### src/rtl/riscv_arb_pkg.sv
// rtl/riscv_arb_pkg.sv - shared encodings for the I/D memory arbiter
package riscv_arb_pkg;

  // Arbiter FSM states
  typedef enum logic [1:0] {
    IDLE    = 2'b00,
    BUSY    = 2'b01,
    RELEASE = 2'b10
  } arb_state_e;

  // Requester identities, also used as bit positions in the req/grant vectors
  localparam logic REQ_D = 1'b0;
  localparam logic REQ_I = 1'b1;

  // Memory operation of the granted transaction
  localparam logic OP_RD = 1'b0;
  localparam logic OP_WR = 1'b1;

endpackage

### src/rtl/riscv_mem_arbiter_if.sv
// rtl/riscv_mem_arbiter_if.sv - requester and memory bus bundle (optional RISCV_ARB_TIMEOUT_EN adds timeout flag)
interface riscv_mem_arbiter_if #(
  parameter int DATA_WIDTH = 128,
  parameter int S_ADDR     = 10
);
  logic                  i_riscv_arb_d_rden;
  logic                  i_riscv_arb_d_wren;
  logic [S_ADDR-1:0]     i_riscv_arb_d_addr;
  logic [DATA_WIDTH-1:0] i_riscv_arb_d_wdata;
  logic [DATA_WIDTH-1:0] o_riscv_arb_d_rdata;
  logic                  o_riscv_arb_d_ready;
  logic                  i_riscv_arb_i_rden;
  logic [S_ADDR-1:0]     i_riscv_arb_i_addr;
  logic [DATA_WIDTH-1:0] o_riscv_arb_i_rdata;
  logic                  o_riscv_arb_i_ready;
  logic                  o_riscv_arb_mem_rden;
  logic                  o_riscv_arb_mem_wren;
  logic [S_ADDR-1:0]     o_riscv_arb_mem_addr;
  logic [DATA_WIDTH-1:0] o_riscv_arb_mem_wdata;
  logic [DATA_WIDTH-1:0] i_riscv_arb_mem_rdata;
  logic                  i_riscv_arb_mem_ready;
`ifdef RISCV_ARB_TIMEOUT_EN
  logic                  o_riscv_arb_timeout;
`endif

  // Arbiter side
  modport slave (
    input  i_riscv_arb_d_rden, i_riscv_arb_d_wren, i_riscv_arb_d_addr, i_riscv_arb_d_wdata,
    input  i_riscv_arb_i_rden, i_riscv_arb_i_addr,
    input  i_riscv_arb_mem_rdata, i_riscv_arb_mem_ready,
    output o_riscv_arb_d_rdata, o_riscv_arb_d_ready, o_riscv_arb_i_rdata, o_riscv_arb_i_ready,
    output o_riscv_arb_mem_rden, o_riscv_arb_mem_wren, o_riscv_arb_mem_addr, o_riscv_arb_mem_wdata
`ifdef RISCV_ARB_TIMEOUT_EN
    , output o_riscv_arb_timeout
`endif
  );

  // Requester and memory side
  modport master (
    output i_riscv_arb_d_rden, i_riscv_arb_d_wren, i_riscv_arb_d_addr, i_riscv_arb_d_wdata,
    output i_riscv_arb_i_rden, i_riscv_arb_i_addr,
    output i_riscv_arb_mem_rdata, i_riscv_arb_mem_ready,
    input  o_riscv_arb_d_rdata, o_riscv_arb_d_ready, o_riscv_arb_i_rdata, o_riscv_arb_i_ready,
    input  o_riscv_arb_mem_rden, o_riscv_arb_mem_wren, o_riscv_arb_mem_addr, o_riscv_arb_mem_wdata
`ifdef RISCV_ARB_TIMEOUT_EN
    , input o_riscv_arb_timeout
`endif
  );

endinterface

### src/rtl/riscv_rr_arb2.sv
// rtl/riscv_rr_arb2.sv - two-input round-robin grant with priority pointer
module riscv_rr_arb2
  import riscv_arb_pkg::*;
(
  input  logic       clk,
  input  logic       rst,
  input  logic [1:0] req,
  input  logic       advance,
  output logic [1:0] grant
);

  logic rr_ptr;

  // Pointer breaks ties only; a lone requester always wins
  always_comb begin
    grant = req;
    if (req == 2'b11) begin
      grant = (rr_ptr == REQ_I) ? 2'b10 : 2'b01;
    end
  end

  // After each grant the pointer favours the side that was not served
  always_ff @(posedge clk or posedge rst) begin
    if (rst) begin
      rr_ptr <= REQ_D;
    end else if (advance && (|grant)) begin
      rr_ptr <= grant[REQ_D] ? REQ_I : REQ_D;
    end
  end

endmodule

### src/rtl/riscv_mem_arbiter.sv
// rtl/riscv_mem_arbiter.sv - I/D refill arbiter onto one memory (optional RISCV_ARB_TIMEOUT_EN watchdog)
module riscv_mem_arbiter
  import riscv_arb_pkg::*;
#(
  parameter int DATA_WIDTH  = 128,
  parameter int S_ADDR      = 10
`ifdef RISCV_ARB_TIMEOUT_EN
  , parameter int TIMEOUT_CYC = 1024
`endif
) (
  input logic                i_riscv_arb_clk,
  input logic                i_riscv_arb_rst,
  riscv_mem_arbiter_if.slave bus
);

  arb_state_e            state_q, state_d;
  logic                  gnt_q;
  logic                  op_q;
  logic [S_ADDR-1:0]     addr_q;
  logic [DATA_WIDTH-1:0] wdata_q;
  logic [1:0]            req;
  logic [1:0]            grant;
  logic                  gnt_id;
  logic                  start;
  logic                  tmo_hit;

  logic                  mem_rden, mem_wren, d_ready, i_ready;
  logic [S_ADDR-1:0]     mem_addr;
  logic [DATA_WIDTH-1:0] mem_wdata, d_rdata, i_rdata;

  assign req    = {bus.i_riscv_arb_i_rden, bus.i_riscv_arb_d_rden | bus.i_riscv_arb_d_wren};
  assign start  = (state_q == IDLE) && (|req);
  assign gnt_id = grant[REQ_I] ? REQ_I : REQ_D;

  riscv_rr_arb2 u_rr (
    .clk     (i_riscv_arb_clk),
    .rst     (i_riscv_arb_rst),
    .req     (req),
    .advance (start),
    .grant   (grant)
  );

`ifdef RISCV_ARB_TIMEOUT_EN
  localparam int TW = $clog2(TIMEOUT_CYC) + 1;
  logic [TW-1:0] tmo_cnt_q;
  logic          timeout_q;

  assign tmo_hit = (state_q == BUSY) && !bus.i_riscv_arb_mem_ready &&
                   (tmo_cnt_q == TW'(TIMEOUT_CYC - 1));

  // Count BUSY cycles; held at zero elsewhere so every BUSY starts fresh
  always_ff @(posedge i_riscv_arb_clk or posedge i_riscv_arb_rst) begin
    if (i_riscv_arb_rst) begin
      tmo_cnt_q <= '0;
      timeout_q <= 1'b0;
    end else begin
      tmo_cnt_q <= (state_q == BUSY) ? tmo_cnt_q + 1'b1 : '0;
      if (tmo_hit) timeout_q <= 1'b1;
    end
  end

  assign bus.o_riscv_arb_timeout = timeout_q;
`else
  assign tmo_hit = 1'b0;
`endif

  // State register
  always_ff @(posedge i_riscv_arb_clk or posedge i_riscv_arb_rst) begin
    if (i_riscv_arb_rst) state_q <= IDLE;
    else                 state_q <= state_d;
  end

  // Capture the winner's transaction so later request changes are ignored
  always_ff @(posedge i_riscv_arb_clk or posedge i_riscv_arb_rst) begin
    if (i_riscv_arb_rst) begin
      gnt_q   <= REQ_D;
      op_q    <= OP_RD;
      addr_q  <= '0;
      wdata_q <= '0;
    end else if (start) begin
      gnt_q   <= gnt_id;
      op_q    <= (gnt_id == REQ_D && bus.i_riscv_arb_d_wren) ? OP_WR : OP_RD;
      addr_q  <= (gnt_id == REQ_I) ? bus.i_riscv_arb_i_addr : bus.i_riscv_arb_d_addr;
      wdata_q <= (gnt_id == REQ_D) ? bus.i_riscv_arb_d_wdata : '0;
    end
  end

  // Next state and outputs; strobes decode from state so reset drops them at once
  always_comb begin
    state_d   = state_q;
    mem_rden  = 1'b0;
    mem_wren  = 1'b0;
    mem_addr  = '0;
    mem_wdata = '0;
    d_ready   = 1'b0;
    i_ready   = 1'b0;
    d_rdata   = '0;
    i_rdata   = '0;
    case (state_q)
      IDLE: if (|req) state_d = BUSY;
      BUSY: begin
        mem_rden  = (op_q == OP_RD);
        mem_wren  = (op_q == OP_WR);
        mem_addr  = addr_q;
        mem_wdata = wdata_q;
        if (bus.i_riscv_arb_mem_ready) begin
          state_d = RELEASE;
          if (gnt_q == REQ_D) begin
            d_ready = 1'b1;
            d_rdata = bus.i_riscv_arb_mem_rdata;
          end else begin
            i_ready = 1'b1;
            i_rdata = bus.i_riscv_arb_mem_rdata;
          end
        end else if (tmo_hit) begin
          state_d = RELEASE;
          if (gnt_q == REQ_D) d_ready = 1'b1;
          else                i_ready = 1'b1;
        end
      end
      RELEASE: state_d = IDLE;
      default: state_d = IDLE;
    endcase
  end

  assign bus.o_riscv_arb_mem_rden  = mem_rden;
  assign bus.o_riscv_arb_mem_wren  = mem_wren;
  assign bus.o_riscv_arb_mem_addr  = mem_addr;
  assign bus.o_riscv_arb_mem_wdata = mem_wdata;
  assign bus.o_riscv_arb_d_ready   = d_ready;
  assign bus.o_riscv_arb_d_rdata   = d_rdata;
  assign bus.o_riscv_arb_i_ready   = i_ready;
  assign bus.o_riscv_arb_i_rdata   = i_rdata;

endmodule

### src/flat_wrapper.sv
// flat-port wrapper written by rule: the top's interface ports become plain ports
module riscv_mem_arbiter_flat import riscv_arb_pkg::*;
#(
  parameter int DATA_WIDTH  = 128,
  parameter int S_ADDR      = 10

)
  (i_riscv_arb_clk, i_riscv_arb_rst, bus_i_riscv_arb_d_rden, bus_i_riscv_arb_d_wren, bus_i_riscv_arb_d_addr, bus_i_riscv_arb_d_wdata, bus_i_riscv_arb_i_rden, bus_i_riscv_arb_i_addr, bus_i_riscv_arb_mem_rdata, bus_i_riscv_arb_mem_ready, bus_o_riscv_arb_d_rdata, bus_o_riscv_arb_d_ready, bus_o_riscv_arb_i_rdata, bus_o_riscv_arb_i_ready, bus_o_riscv_arb_mem_rden, bus_o_riscv_arb_mem_wren, bus_o_riscv_arb_mem_addr, bus_o_riscv_arb_mem_wdata);
  riscv_mem_arbiter_if #(.DATA_WIDTH(DATA_WIDTH), .S_ADDR(S_ADDR)) bus_i ();
  input logic i_riscv_arb_clk;
  input logic i_riscv_arb_rst;
  input wire logic [$bits(bus_i.i_riscv_arb_d_rden)-1:0] bus_i_riscv_arb_d_rden;
  input wire logic [$bits(bus_i.i_riscv_arb_d_wren)-1:0] bus_i_riscv_arb_d_wren;
  input wire logic [$bits(bus_i.i_riscv_arb_d_addr)-1:0] bus_i_riscv_arb_d_addr;
  input wire logic [$bits(bus_i.i_riscv_arb_d_wdata)-1:0] bus_i_riscv_arb_d_wdata;
  input wire logic [$bits(bus_i.i_riscv_arb_i_rden)-1:0] bus_i_riscv_arb_i_rden;
  input wire logic [$bits(bus_i.i_riscv_arb_i_addr)-1:0] bus_i_riscv_arb_i_addr;
  input wire logic [$bits(bus_i.i_riscv_arb_mem_rdata)-1:0] bus_i_riscv_arb_mem_rdata;
  input wire logic [$bits(bus_i.i_riscv_arb_mem_ready)-1:0] bus_i_riscv_arb_mem_ready;
  output wire logic [$bits(bus_i.o_riscv_arb_d_rdata)-1:0] bus_o_riscv_arb_d_rdata;
  output wire logic [$bits(bus_i.o_riscv_arb_d_ready)-1:0] bus_o_riscv_arb_d_ready;
  output wire logic [$bits(bus_i.o_riscv_arb_i_rdata)-1:0] bus_o_riscv_arb_i_rdata;
  output wire logic [$bits(bus_i.o_riscv_arb_i_ready)-1:0] bus_o_riscv_arb_i_ready;
  output wire logic [$bits(bus_i.o_riscv_arb_mem_rden)-1:0] bus_o_riscv_arb_mem_rden;
  output wire logic [$bits(bus_i.o_riscv_arb_mem_wren)-1:0] bus_o_riscv_arb_mem_wren;
  output wire logic [$bits(bus_i.o_riscv_arb_mem_addr)-1:0] bus_o_riscv_arb_mem_addr;
  output wire logic [$bits(bus_i.o_riscv_arb_mem_wdata)-1:0] bus_o_riscv_arb_mem_wdata;
  assign bus_i.i_riscv_arb_d_rden = bus_i_riscv_arb_d_rden;
  assign bus_i.i_riscv_arb_d_wren = bus_i_riscv_arb_d_wren;
  assign bus_i.i_riscv_arb_d_addr = bus_i_riscv_arb_d_addr;
  assign bus_i.i_riscv_arb_d_wdata = bus_i_riscv_arb_d_wdata;
  assign bus_i.i_riscv_arb_i_rden = bus_i_riscv_arb_i_rden;
  assign bus_i.i_riscv_arb_i_addr = bus_i_riscv_arb_i_addr;
  assign bus_i.i_riscv_arb_mem_rdata = bus_i_riscv_arb_mem_rdata;
  assign bus_i.i_riscv_arb_mem_ready = bus_i_riscv_arb_mem_ready;
  assign bus_o_riscv_arb_d_rdata = bus_i.o_riscv_arb_d_rdata;
  assign bus_o_riscv_arb_d_ready = bus_i.o_riscv_arb_d_ready;
  assign bus_o_riscv_arb_i_rdata = bus_i.o_riscv_arb_i_rdata;
  assign bus_o_riscv_arb_i_ready = bus_i.o_riscv_arb_i_ready;
  assign bus_o_riscv_arb_mem_rden = bus_i.o_riscv_arb_mem_rden;
  assign bus_o_riscv_arb_mem_wren = bus_i.o_riscv_arb_mem_wren;
  assign bus_o_riscv_arb_mem_addr = bus_i.o_riscv_arb_mem_addr;
  assign bus_o_riscv_arb_mem_wdata = bus_i.o_riscv_arb_mem_wdata;
  riscv_mem_arbiter #(.DATA_WIDTH(DATA_WIDTH), .S_ADDR(S_ADDR)) u_core (.i_riscv_arb_clk(i_riscv_arb_clk), .i_riscv_arb_rst(i_riscv_arb_rst), .bus(bus_i));
endmodule
### config.mk
export PLATFORM = sky130hd
export DESIGN_NAME = riscv_mem_arbiter_flat
export DESIGN_NICKNAME = d
export VERILOG_FILES = /design/src/rtl/riscv_arb_pkg.sv /design/src/rtl/riscv_mem_arbiter_if.sv /design/src/rtl/riscv_rr_arb2.sv /design/src/rtl/riscv_mem_arbiter.sv /design/src/flat_wrapper.sv
export SDC_FILE = /design/constraint.sdc
export NUM_CORES = 1
export LEC_CHECK = 0
export ABC_AREA = 1
export CAP_MARGIN = 20
export CELL_PAD_IN_SITES_DETAIL_PLACEMENT = 1
export CELL_PAD_IN_SITES_GLOBAL_PLACEMENT = 1
export CORE_AREA = 4 4 265 267
export CTS_BUF_LIST = sky130_fd_sc_hd__clkbuf_16
export DETAILED_ROUTE_END_ITERATION = 10
export DIE_AREA = 0 0 269 271
export GPL_TIMING_DRIVEN = 0
export PLACE_DENSITY = 0.57
export SYNTH_ARGS = -nofsm -noshare
export SYNTH_HDL_FRONTEND = slang
export SYNTH_HIERARCHICAL = 1
export SYNTH_SLANG_ARGS = --single-unit
### constraint.sdc
create_clock -name i_riscv_arb_clk -period 10.1 [get_ports i_riscv_arb_clk]
set_input_delay 1.01 -clock i_riscv_arb_clk [delete_from_list [all_inputs] [get_ports i_riscv_arb_clk]]
set_output_delay 1.01 -clock i_riscv_arb_clk [all_outputs]
set_load 0.02 [all_outputs]
==> out/qor.yml, run 1 <==
die_w_um: 269
dieArea_um2: 72900
start_util: 0.139
syn_to_final_growth_pct: 89.9
place_hpwl_um: 61000
io_buffer_count: 679
clock_sinks: 143
hold_viol: 0
antenna_found_initial: 28
cts_made_buffers: 17
r2r_setup_slack_ns: 7.97
multi_input_area_um2: 3900
worst_slack_ns: 5.55
yosys_warnings: 6
max_slew_margin: 0.444
detail_route.wirelength_um: 70300
clock_latency_ns: 0.44
cts.path.max_buffers: 2
grt-ovfl-total: 0
pwr-share-seq: 0.233
worst_pin_slew_ns: 0.834
num_vias: 12408
setup-violations-final: 0
arrival_ns: 3.54
cp-end-kind: "primary output"
powerDensity_nw_per_um2: 228
p_sw_mw: 1.97
crit_required_ns: 9.09
netSwitchingFraction: 0.479
min-delay-start: "u_core/wdata_q[53]$_DFFE_PP0P_"
clock_skew_ns: 0.0167
grt_pass1_vias: 13552
rsz0062_at_grt: "false"
min_path_cells: 2
critPathLaunchType: "input port"
drc_errors: 0
cts_resized: 0
viasPerCell: 3.82
r2r_cells: 8
fillers: 8439
netlist_area_um2: 9500
h-tree-depth: 4
max_cap_viol_count: 0
crit_type: "input port to primary output"
min_path_type: "flip-flop to flip-flop"
dpl_worst_slack_ns: 5.44
comb_power_share: 0.609
routedWlPerCell_um: 21.7
avgSynthCellArea_um2: 5.78
layout-drive-gt1-share: 0.0403
p_leak_nw: 9.08
finalCritPeriodShare: 0.450
synth_nets: 1926
period_needed_ns: 4.55
min_to: "u_core/wdata_q[53]$_DFFE_PP0P_"
grt_start_max_net_pins: 102
fin_setup_tns_ns: 0
cts_hold_buf: 0
outcome: "finished, final reports clean"
grtUsageTotal: 0.185
post_cts_buffers: 0
layout.nets: 2625
pwr-share-clk: 0.158
cts-root-buf: "clkbuf_16"
clock.fmax_ghz: 0.220
reg2reg_from: "u_core/u_rr/rr_ptr$_DFFE_PP0P_"
die_h_um: 271
cts_tree: "yes"
startpoint: "bus_i_riscv_arb_mem_ready"
seq_area_um2: 3580
first_pass_iters: 4
slew_viol_final: 0
clk_pin_slew_worst_paths_ns: 0.06
r2r_end: "u_core/wdata_q[126]$_DFFE_PP0P_"
vdd_ir_drop_max_v: 0.000114
p_int_mw: 2.15
grt_pass1_wl_um: 96900
ant_nets: 0
core_um2: 68100
rows: 96
gp_congestion: 0.922
syn_inst: 1644
first_iter_violations: 356
total_power_mw: 4.12
io_pins: 680
crit_path_max_fanout: 10
==> cell type report <==
class / instances / share of cell area
Buffer: 104 / 0.0271
Sequential cell: 143 / 0.198
Clock inverter: 15 / 0.00902
Timing Repair Buffer: 680 / 0.378
Clock buffer: 17 / 0.0236
Multi-Input combinational cell: 989 / 0.216
Inverter: 408 / 0.0853
Tap cell: 882 / 0.0612
Antenna cell: 6 / 0.000832
==> flip-flops by register name, summed over array words and instances, names as in the netlist <==
name / cells
u_core/addr_q: 10
u_core/gnt_q: 1
u_core/op_q: 1
u_core/state_q: 2
u_core/u_rr/rr_ptr: 1
u_core/wdata_q: 128
==> power by group through the flow <==
stage	Combinational, mW	Clock [mW]	Sequential, mW
detailed placement	2.57	0	0.967
finish	2.51	0.651	0.958
floorplan	1.33	0	0.926
global route	2.76	0.699	0.990
global placement	2.54	0	0.958
CTS	2.58	0.679	0.960
==> layout by cell type, fill, tap and decap left out <==
master,n
clkinvlp_4,3
inv_1,407
diode_2,6
a21boi_1,1
buf_2,51
nor2_1,526
dfrtp_1,143
inv_6,3
inv_8,2
nand2_1,317
buf_1,3
nor2_2,2
clkdlybuf4s50_1,679
nand2_2,1
clkinv_1,2
nand3_1,141
clkbuf_1,41
o21ai_0,1
buf_16,1
clkinv_4,4
bufinv_16,2
clkbuf_16,17
buf_4,9
==> worst max-delay path, cell delays in order <==
cell	delay (ns)
clkdlybuf4s50_1	0.48
inv_1	0.05
nor2_2	0.18
nand2_1	0.17
buf_2	0.28
buf_2	0.27
nor2_1	0.37
clkdlybuf4s50_1	0.69
==> per-stage QoR <==
step                       util  instance area, um^2  hold WS [ns]  std cells
after CTS                 0.265                18000         0.475       3238
final                     0.265                18000         0.468       3244
after detailed placement  0.256                17400         0.458       3206
after global placement    0.255                17400         0.454       3205
after global routing      0.265                18000         0.500       3239
after floorplan               -                 9500         0.442       1644
==> worst max path at each step <==
stage	endpoint	slack (ns)	cells after the start
2_1_floorplan	u_core/addr_q[0]$_DFFE_PP0P_	5.28	1
3_3_place_gp	u_core/wdata_q[119]$_DFFE_PP0P_	2.61	2
3_5_place_dp	bus_o_riscv_arb_i_rdata[115]	5.44	8
4_1_cts	bus_o_riscv_arb_i_rdata[115]	5.43	8
5_1_grt	bus_o_riscv_arb_i_rdata[115]	5.44	8
6_report	bus_o_riscv_arb_i_rdata[115]	5.55	8
==> per-layer routing <==
metal / track usage / up-vias / routed length [um]
met1: 0.169 / 5855 / 23100
met3: 0.0670 / 100 / 5960
met5: 0 / - / 274
met2: 0.367 / 408 / 38300
met4: 0.0699 / 44 / 2640
li1: - / 6001 / -
Note: power is estimated with default switching activity, not from simulation.
==> run 2: changes to the inputs <==
--- a/config.mk
+++ b/config.mk
@@ -9,12 +9,12 @@
 export CAP_MARGIN = 20
 export CELL_PAD_IN_SITES_DETAIL_PLACEMENT = 1
 export CELL_PAD_IN_SITES_GLOBAL_PLACEMENT = 1
-export CORE_AREA = 4 4 265 267
+export CORE_AREA = 4 4 261 263
 export CTS_BUF_LIST = sky130_fd_sc_hd__clkbuf_16
 export DETAILED_ROUTE_END_ITERATION = 10
-export DIE_AREA = 0 0 269 271
+export DIE_AREA = 0 0 265 267
 export GPL_TIMING_DRIVEN = 0
-export PLACE_DENSITY = 0.57
+export PLACE_DENSITY = 0.59
 export SYNTH_ARGS = -nofsm -noshare
 export SYNTH_HDL_FRONTEND = slang
 export SYNTH_HIERARCHICAL = 1
==> constraint.sdc (replaced) <==
create_clock -name i_riscv_arb_clk -period 4.7 [get_ports i_riscv_arb_clk]
set_input_delay 0.47 -clock i_riscv_arb_clk [delete_from_list [all_inputs] [get_ports i_riscv_arb_clk]]
set_output_delay 0.47 -clock i_riscv_arb_clk [all_outputs]
set_load 0.02 [all_outputs]
==> run 2 against run 1 <==
Clock power up 98%. Register-to-register slack worse by 5.5 ns. Via count up 1.1%. Final cell count down 0.55%.
==> out/qor.yml, run 2 (same netlist as run 1, synthesis figures left out) <==
rows: 94
drc_errors: 0
antenna_found_initial: 25
grt-busiest-layer: "met2"
clock_skew_ns: 0.0155
cts-root-buf: "clkbuf_16"
powerDensity_nw_per_um2: 491
fin_setup_tns_ns: 0
detail_route.wirelength_um: 75700
reg_top3: "u_core/wdata_q: 128 flops, u_core/addr_q: 10 flops, u_core/state_q: 2 flops"
gr-usage-met3: 0.0646
ant_nets: 0
grt_start_max_net_pins: 79
crit_required_ns: 4.23
grtUsageMet2: 0.403
setup-violations-final: 0
place_hpwl_um: 65500
largest_register: "u_core/wdata_q"
syn_to_final_growth_pct: 89.1
period_needed_ns: 3.52
gp_congestion: 1.00
rsz0062_at_grt: "false"
hold_slack_ns: 0.325
clock_latency_ns: 0.44
layout_common_cells: "clkdlybuf4s50_1, nor2_1, inv_1"
layout.nets: 2625
p_leak_nw: 9.06
max_cap_viol_count: 0
grt_pass1_vias: 13490
grtUsageMet1: 0.206
start_util: 0.145
cts_made_buffers: 17
core_um2: 65600
clk_pin_slew_worst_paths_ns: 0.06
critPathLaunchType: "flip-flop"
post_cts_buffers: 0
outcome: "finished, final reports clean"
die_w_um: 265
dieArea_um2: 70800
clock.fmax_ghz: 0.284
routedWlPerCell_um: 23.5
viasPerCell: 3.89
arrival_ns: 3.05
num_vias: 12549
finalCritPeriodShare: 0.748
h-tree-depth: 4
cts.path.max_buffers: 2
first_iter_violations: 537
cts_hold_buf: 0
max_slew_margin: 0.286
grtUsageTotal: 0.205
min_path_type: "input port to asynchronous set/reset pin"
io_pins: 680
crit_path_max_fanout: 10
worst_pin_slew_ns: 1.07
cts_tree: "yes"
crit_type: "flip-flop to primary output"
slew_viol_final: 0
io_buffer_count: 679
r2r_setup_slack_ns: 2.51
hold_viol: 0
clock_sinks: 143
mostFrequentLayoutCell: "clkdlybuf4s50_1"
first_pass_iters: 4
grt-ovfl-total: 0
die_h_um: 267
cp-end-kind: "primary output"
layout-drive-gt1-share: 0.0395
cts_resized: 0
vdd_ir_drop_max_v: 0.000250
largest_reg_flops: 128
grt_pass1_wl_um: 103000
run 2: final timing paths:
check | from | depth (start not counted) | endpoint
setup / recovery | u_core/state_q[1]$_DFFE_PP0P_ | 8 | bus_o_riscv_arb_i_rdata[50]
hold / removal | i_riscv_arb_rst | 2 | u_core/u_rr/rr_ptr$_DFFE_PP0P_
setup reg to reg | u_core/u_rr/rr_ptr$_DFFE_PP0P_ | 8 | u_core/addr_q[6]$_DFFE_PP0P_
hold reg to reg | u_core/addr_q[9]$_DFFE_PP0P_ | 2 | u_core/addr_q[9]$_DFFE_PP0P_
max in group asynchronous | i_riscv_arb_rst | 3 | u_core/addr_q[9]$_DFFE_PP0P_
min in group i_riscv_arb_clk | u_core/addr_q[9]$_DFFE_PP0P_ | 2 | u_core/addr_q[9]$_DFFE_PP0P_
run 2: power by group:
group	switching (mW)	internal, mW	total, mW	leakage (nW)
clock network	0.609	0.681	1.29	0.261
registers	0.303	1.77	2.07	1.82
logic	3.39	2.06	5.45	6.99
total	4.31	4.51	8.81	9.06
run 2: area by class of cell:
class / count / area, um^2
diodes: 6 / 15.0
clock inverters: 15 / 113
inverters: 408 / 1540
flip-flops and latches: 143 / 3580
multi-input cells: 989 / 3900
fillers: 8154 / 47700
plain buffers: 104 / 488
well taps: 864 / 1080
repair buffers: 680 / 6820
clock buffers: 17 / 425
run 2: routing by layer:
layer	vias to the layer above	part of all wire	wire length, um
met4	38	0.027	2050
met1	6020	0.35	26600
met2	409	0.55	41500
li1	6001	-	-
met3	81	0.070	5310
met5	-	0.0031	233
run 2: per-stage QoR:
stage	util	setup slack [ns]	cells	cell area [um^2]	power, mW
floorplan	-	0.420	1644	9500	4.84
global placement	0.265	-2.24	3187	17400	7.58
detailed placement	0.265	1.26	3188	17400	7.66
CTS	0.273	0.959	3220	17900	9.02
global route	0.274	0.906	3222	18000	9.49
finish	0.274	1.18	3226	18000	8.81
run 2: critical path, stage by stage, from the launching register on:
cell and delay, ns:
dfrtp_1 0.39, inv_1 0.06, nand2_1 0.24, nor2_2 0.28
nand2_1 0.15, buf_2 0.24, buf_2 0.21, nor2_1 0.26
clkdlybuf4s50_1 0.77
==> run 3: changes to the inputs <==
==> constraint.sdc (replaced) <==
create_clock -name i_riscv_arb_clk -period 3.4 [get_ports i_riscv_arb_clk]
set_input_delay 0.34 -clock i_riscv_arb_clk [delete_from_list [all_inputs] [get_ports i_riscv_arb_clk]]
set_output_delay 0.34 -clock i_riscv_arb_clk [all_outputs]
set_load 0.02 [all_outputs]
==> run 3 against run 2 <==
Power increased by 40%. Design area grew 0.63%. Non-clock buffer count grew 3. Flip-flop and latch count is the same. Count of clock-buffer cells in the layout did not move. Global-route usage decreased by 0.27 points. Via count decreased by 1.0%. Worst setup slack worse by 0.99 ns. Combinational power rose by 39%. Register-to-register slack lost 1.3 ns. Wire length decreased by 1.2%. Clock power up 49%. Largest power group unchanged.
==> out/qor.yml, run 3 (same netlist as run 1, synthesis figures left out) <==
largest_register: "u_core/wdata_q"
p_leak_nw: 9.14
vdd_ir_drop_max_v: 0.000349
crit_required_ns: 3.06
grt_start_max_net_pins: 40
grt-ovfl-total: 0
drc_errors: 0
viasPerCell: 3.85
clk_pin_slew_worst_paths_ns: 0.06
grt_pass1_vias: 13448
pwr-share-seq: 0.232
layout.nets: 2628
h-tree-depth: 4
max_slew_margin: 0.238
place_hpwl_um: 65100
layout_common_cells: "clkdlybuf4s50_1, nor2_1, inv_1"
first_iter_violations: 604
io_pins: 680
pwr-share-clk: 0.156
grt_pass1_wl_um: 101000
hold_viol: 0
setup-violations-final: 0
clock_latency_ns: 0.44
critPathMostFrequentCell: "buf_2"
finalCritPeriodShare: 0.945
cts.path.max_buffers: 2
detail_route.wirelength_um: 74700
grtUsageTotal: 0.203
first_pass_iters: 4
clock_sinks: 143
worst_slack_ns: 0.188
die_w_um: 265
crit_path_top_delay_cell: "clkdlybuf4s50_1"
rows: 94
num_vias: 12424
min_path_type: "input port to asynchronous set/reset pin"
syn_to_final_growth_pct: 90.3
p_sw_mw: 5.95
ant_nets: 0
critPathMaxStageDelay_ns: 0.71
layout-drive-gt1-share: 0.0424
max_cap_viol_count: 0
cp_num_buf_inv: 4
reg_top3: "u_core/wdata_q: 128 flops, u_core/addr_q: 10 flops, u_core/state_q: 2 flops"
post_cts_buffers: 0
cts_tree: "yes"
io_buffer_count: 679
dieArea_um2: 70800
reg2reg_from: "u_core/u_rr/rr_ptr$_DFFE_PP0P_"
antenna_found_initial: 21
powerDensity_nw_per_um2: 682
arrival_ns: 2.87
cp-end-kind: "primary output"
routedWlPerCell_um: 23.1
cts_made_buffers: 17
crit_path_cell_trace: "inv_1, nand2_2, nor2_2, nand2_1, buf_2, buf_2, nor2_1, clkdlybuf4s50_1"
slew_viol_final: 0
period_needed_ns: 3.21
netSwitchingFraction: 0.482
dpl_worst_slack_ns: 0.266
crit_path_max_fanout: 10
mostFrequentLayoutCell: "clkdlybuf4s50_1"
core_um2: 65600
gp_congestion: 0.942
critPathLaunchType: "flip-flop"
startpoint: "u_core/state_q[1]$_DFFE_PP0P_"
clock.fmax_ghz: 0.311
cp_top_family: "buffers and inverters"
largest_reg_flops: 128
rsz0062_at_grt: "false"
p_int_mw: 6.38
fillers: 8201
start_util: 0.145
outcome: "finished, final reports clean"
clock_skew_ns: 0.0126
hold_slack_ns: 0.141
die_h_um: 267
cts_hold_buf: 0
crit_type: "flip-flop to primary output"
comb_power_share: 0.613
cts-root-buf: "clkbuf_16"
worst_pin_slew_ns: 1.14
## run 3: cell count changes in the layout (fill, tap and decap cells not counted), sizes merged
| cell | previous run | this run |
|---|---|---|
| clkinvlp | 1 | 4 |
| clkdlybuf4s50 | 679 | 677 |
| diode | 6 | 8 |
| buf | 64 | 67 |
| clkinv | 10 | 6 |
| inv | 412 | 411 |
| dlymetal6s2s | 0 | 2 |
| bufinv | 0 | 2 |
## run 3: layout make-up
| class | count | area [um^2] | share of cell area |
|---|---|---|---|
| Buffer | 104 | 488 | 0.0270 |
| Inverter | 408 | 1540 | 0.0849 |
| Clock inverter | 15 | 160 | 0.00886 |
| Antenna cell | 8 | 20.0 | 0.00111 |
| Tap cell | 864 | 1080 | 0.0598 |
| Multi-Input combinational cell | 989 | 3910 | 0.216 |
| Timing Repair Buffer | 683 | 6880 | 0.381 |
| Clock buffer | 17 | 425 | 0.0235 |
| Sequential cell | 143 | 3580 | 0.198 |
## run 3: path summary, 6_finish.rpt
path                                                      to  slack [ns]  depth (start not counted)
setup / recovery                 bus_o_riscv_arb_i_rdata[38]        0.19                          8
hold / removal                u_core/u_rr/rr_ptr$_DFFE_PP0P_        0.14                          2
setup reg to reg                u_core/addr_q[5]$_DFFE_PP0P_        1.20                          8
hold reg to reg                 u_core/addr_q[9]$_DFFE_PP0P_        0.47                          2
max in group asynchronous     u_core/wdata_q[70]$_DFFE_PP0P_        2.14                          5
min in group i_riscv_arb_clk    u_core/addr_q[9]$_DFFE_PP0P_        0.47                          2
## run 3: per-stage QoR
step / cells / TNS (ns) / power [mW] / util / area, um^2
3_3_place_gp: 3187 / -39.24 / 10.5 / 0.265 / 17400
6_report: 3231 / 0 / 12.3 / 0.275 / 18100
4_1_cts: 3223 / 0 / 12.6 / 0.275 / 18100
5_1_grt: 3225 / 0 / 13.3 / 0.275 / 18100
2_1_floorplan: 1644 / 0 / 6.69 / - / 9500
3_5_place_dp: 3191 / 0 / 10.6 / 0.266 / 17500
## run 3: power by group through the flow
stage	registers, mW	logic, mW	clock network, mW
2_1_floorplan	2.75	3.94	0
3_3_place_gp	2.85	7.62	0
4_1_cts	2.86	7.77	1.99
5_1_grt	2.95	8.25	2.05
3_5_place_dp	2.88	7.73	0
6_report	2.86	7.56	1.92
## run 3: timing repair
action	4_1_cts	5_1_grt
setup endpoints to repair	131	2
pin swaps	0	0
resized for setup	2	2
## run 3: worst reg2reg max path, delay by kind of cell (launching register included)
kind / cells / cell delay, ns
AND/OR/NAND/NOR: 4 / 0.55
flip-flops: 1 / 0.36
buffers and inverters: 3 / 1.10
AO/OA/AOI/OAI: 1 / 0.12
## run 3: layer usage
| layer | global-route usage | part of all wire |
|---|---|---|
| met5 | 0 | 0.0022 |
| met3 | 0.0707 | 0.076 |
| met1 | 0.196 | 0.34 |
| met2 | 0.385 | 0.53 |
| met4 | 0.0935 | 0.050 |
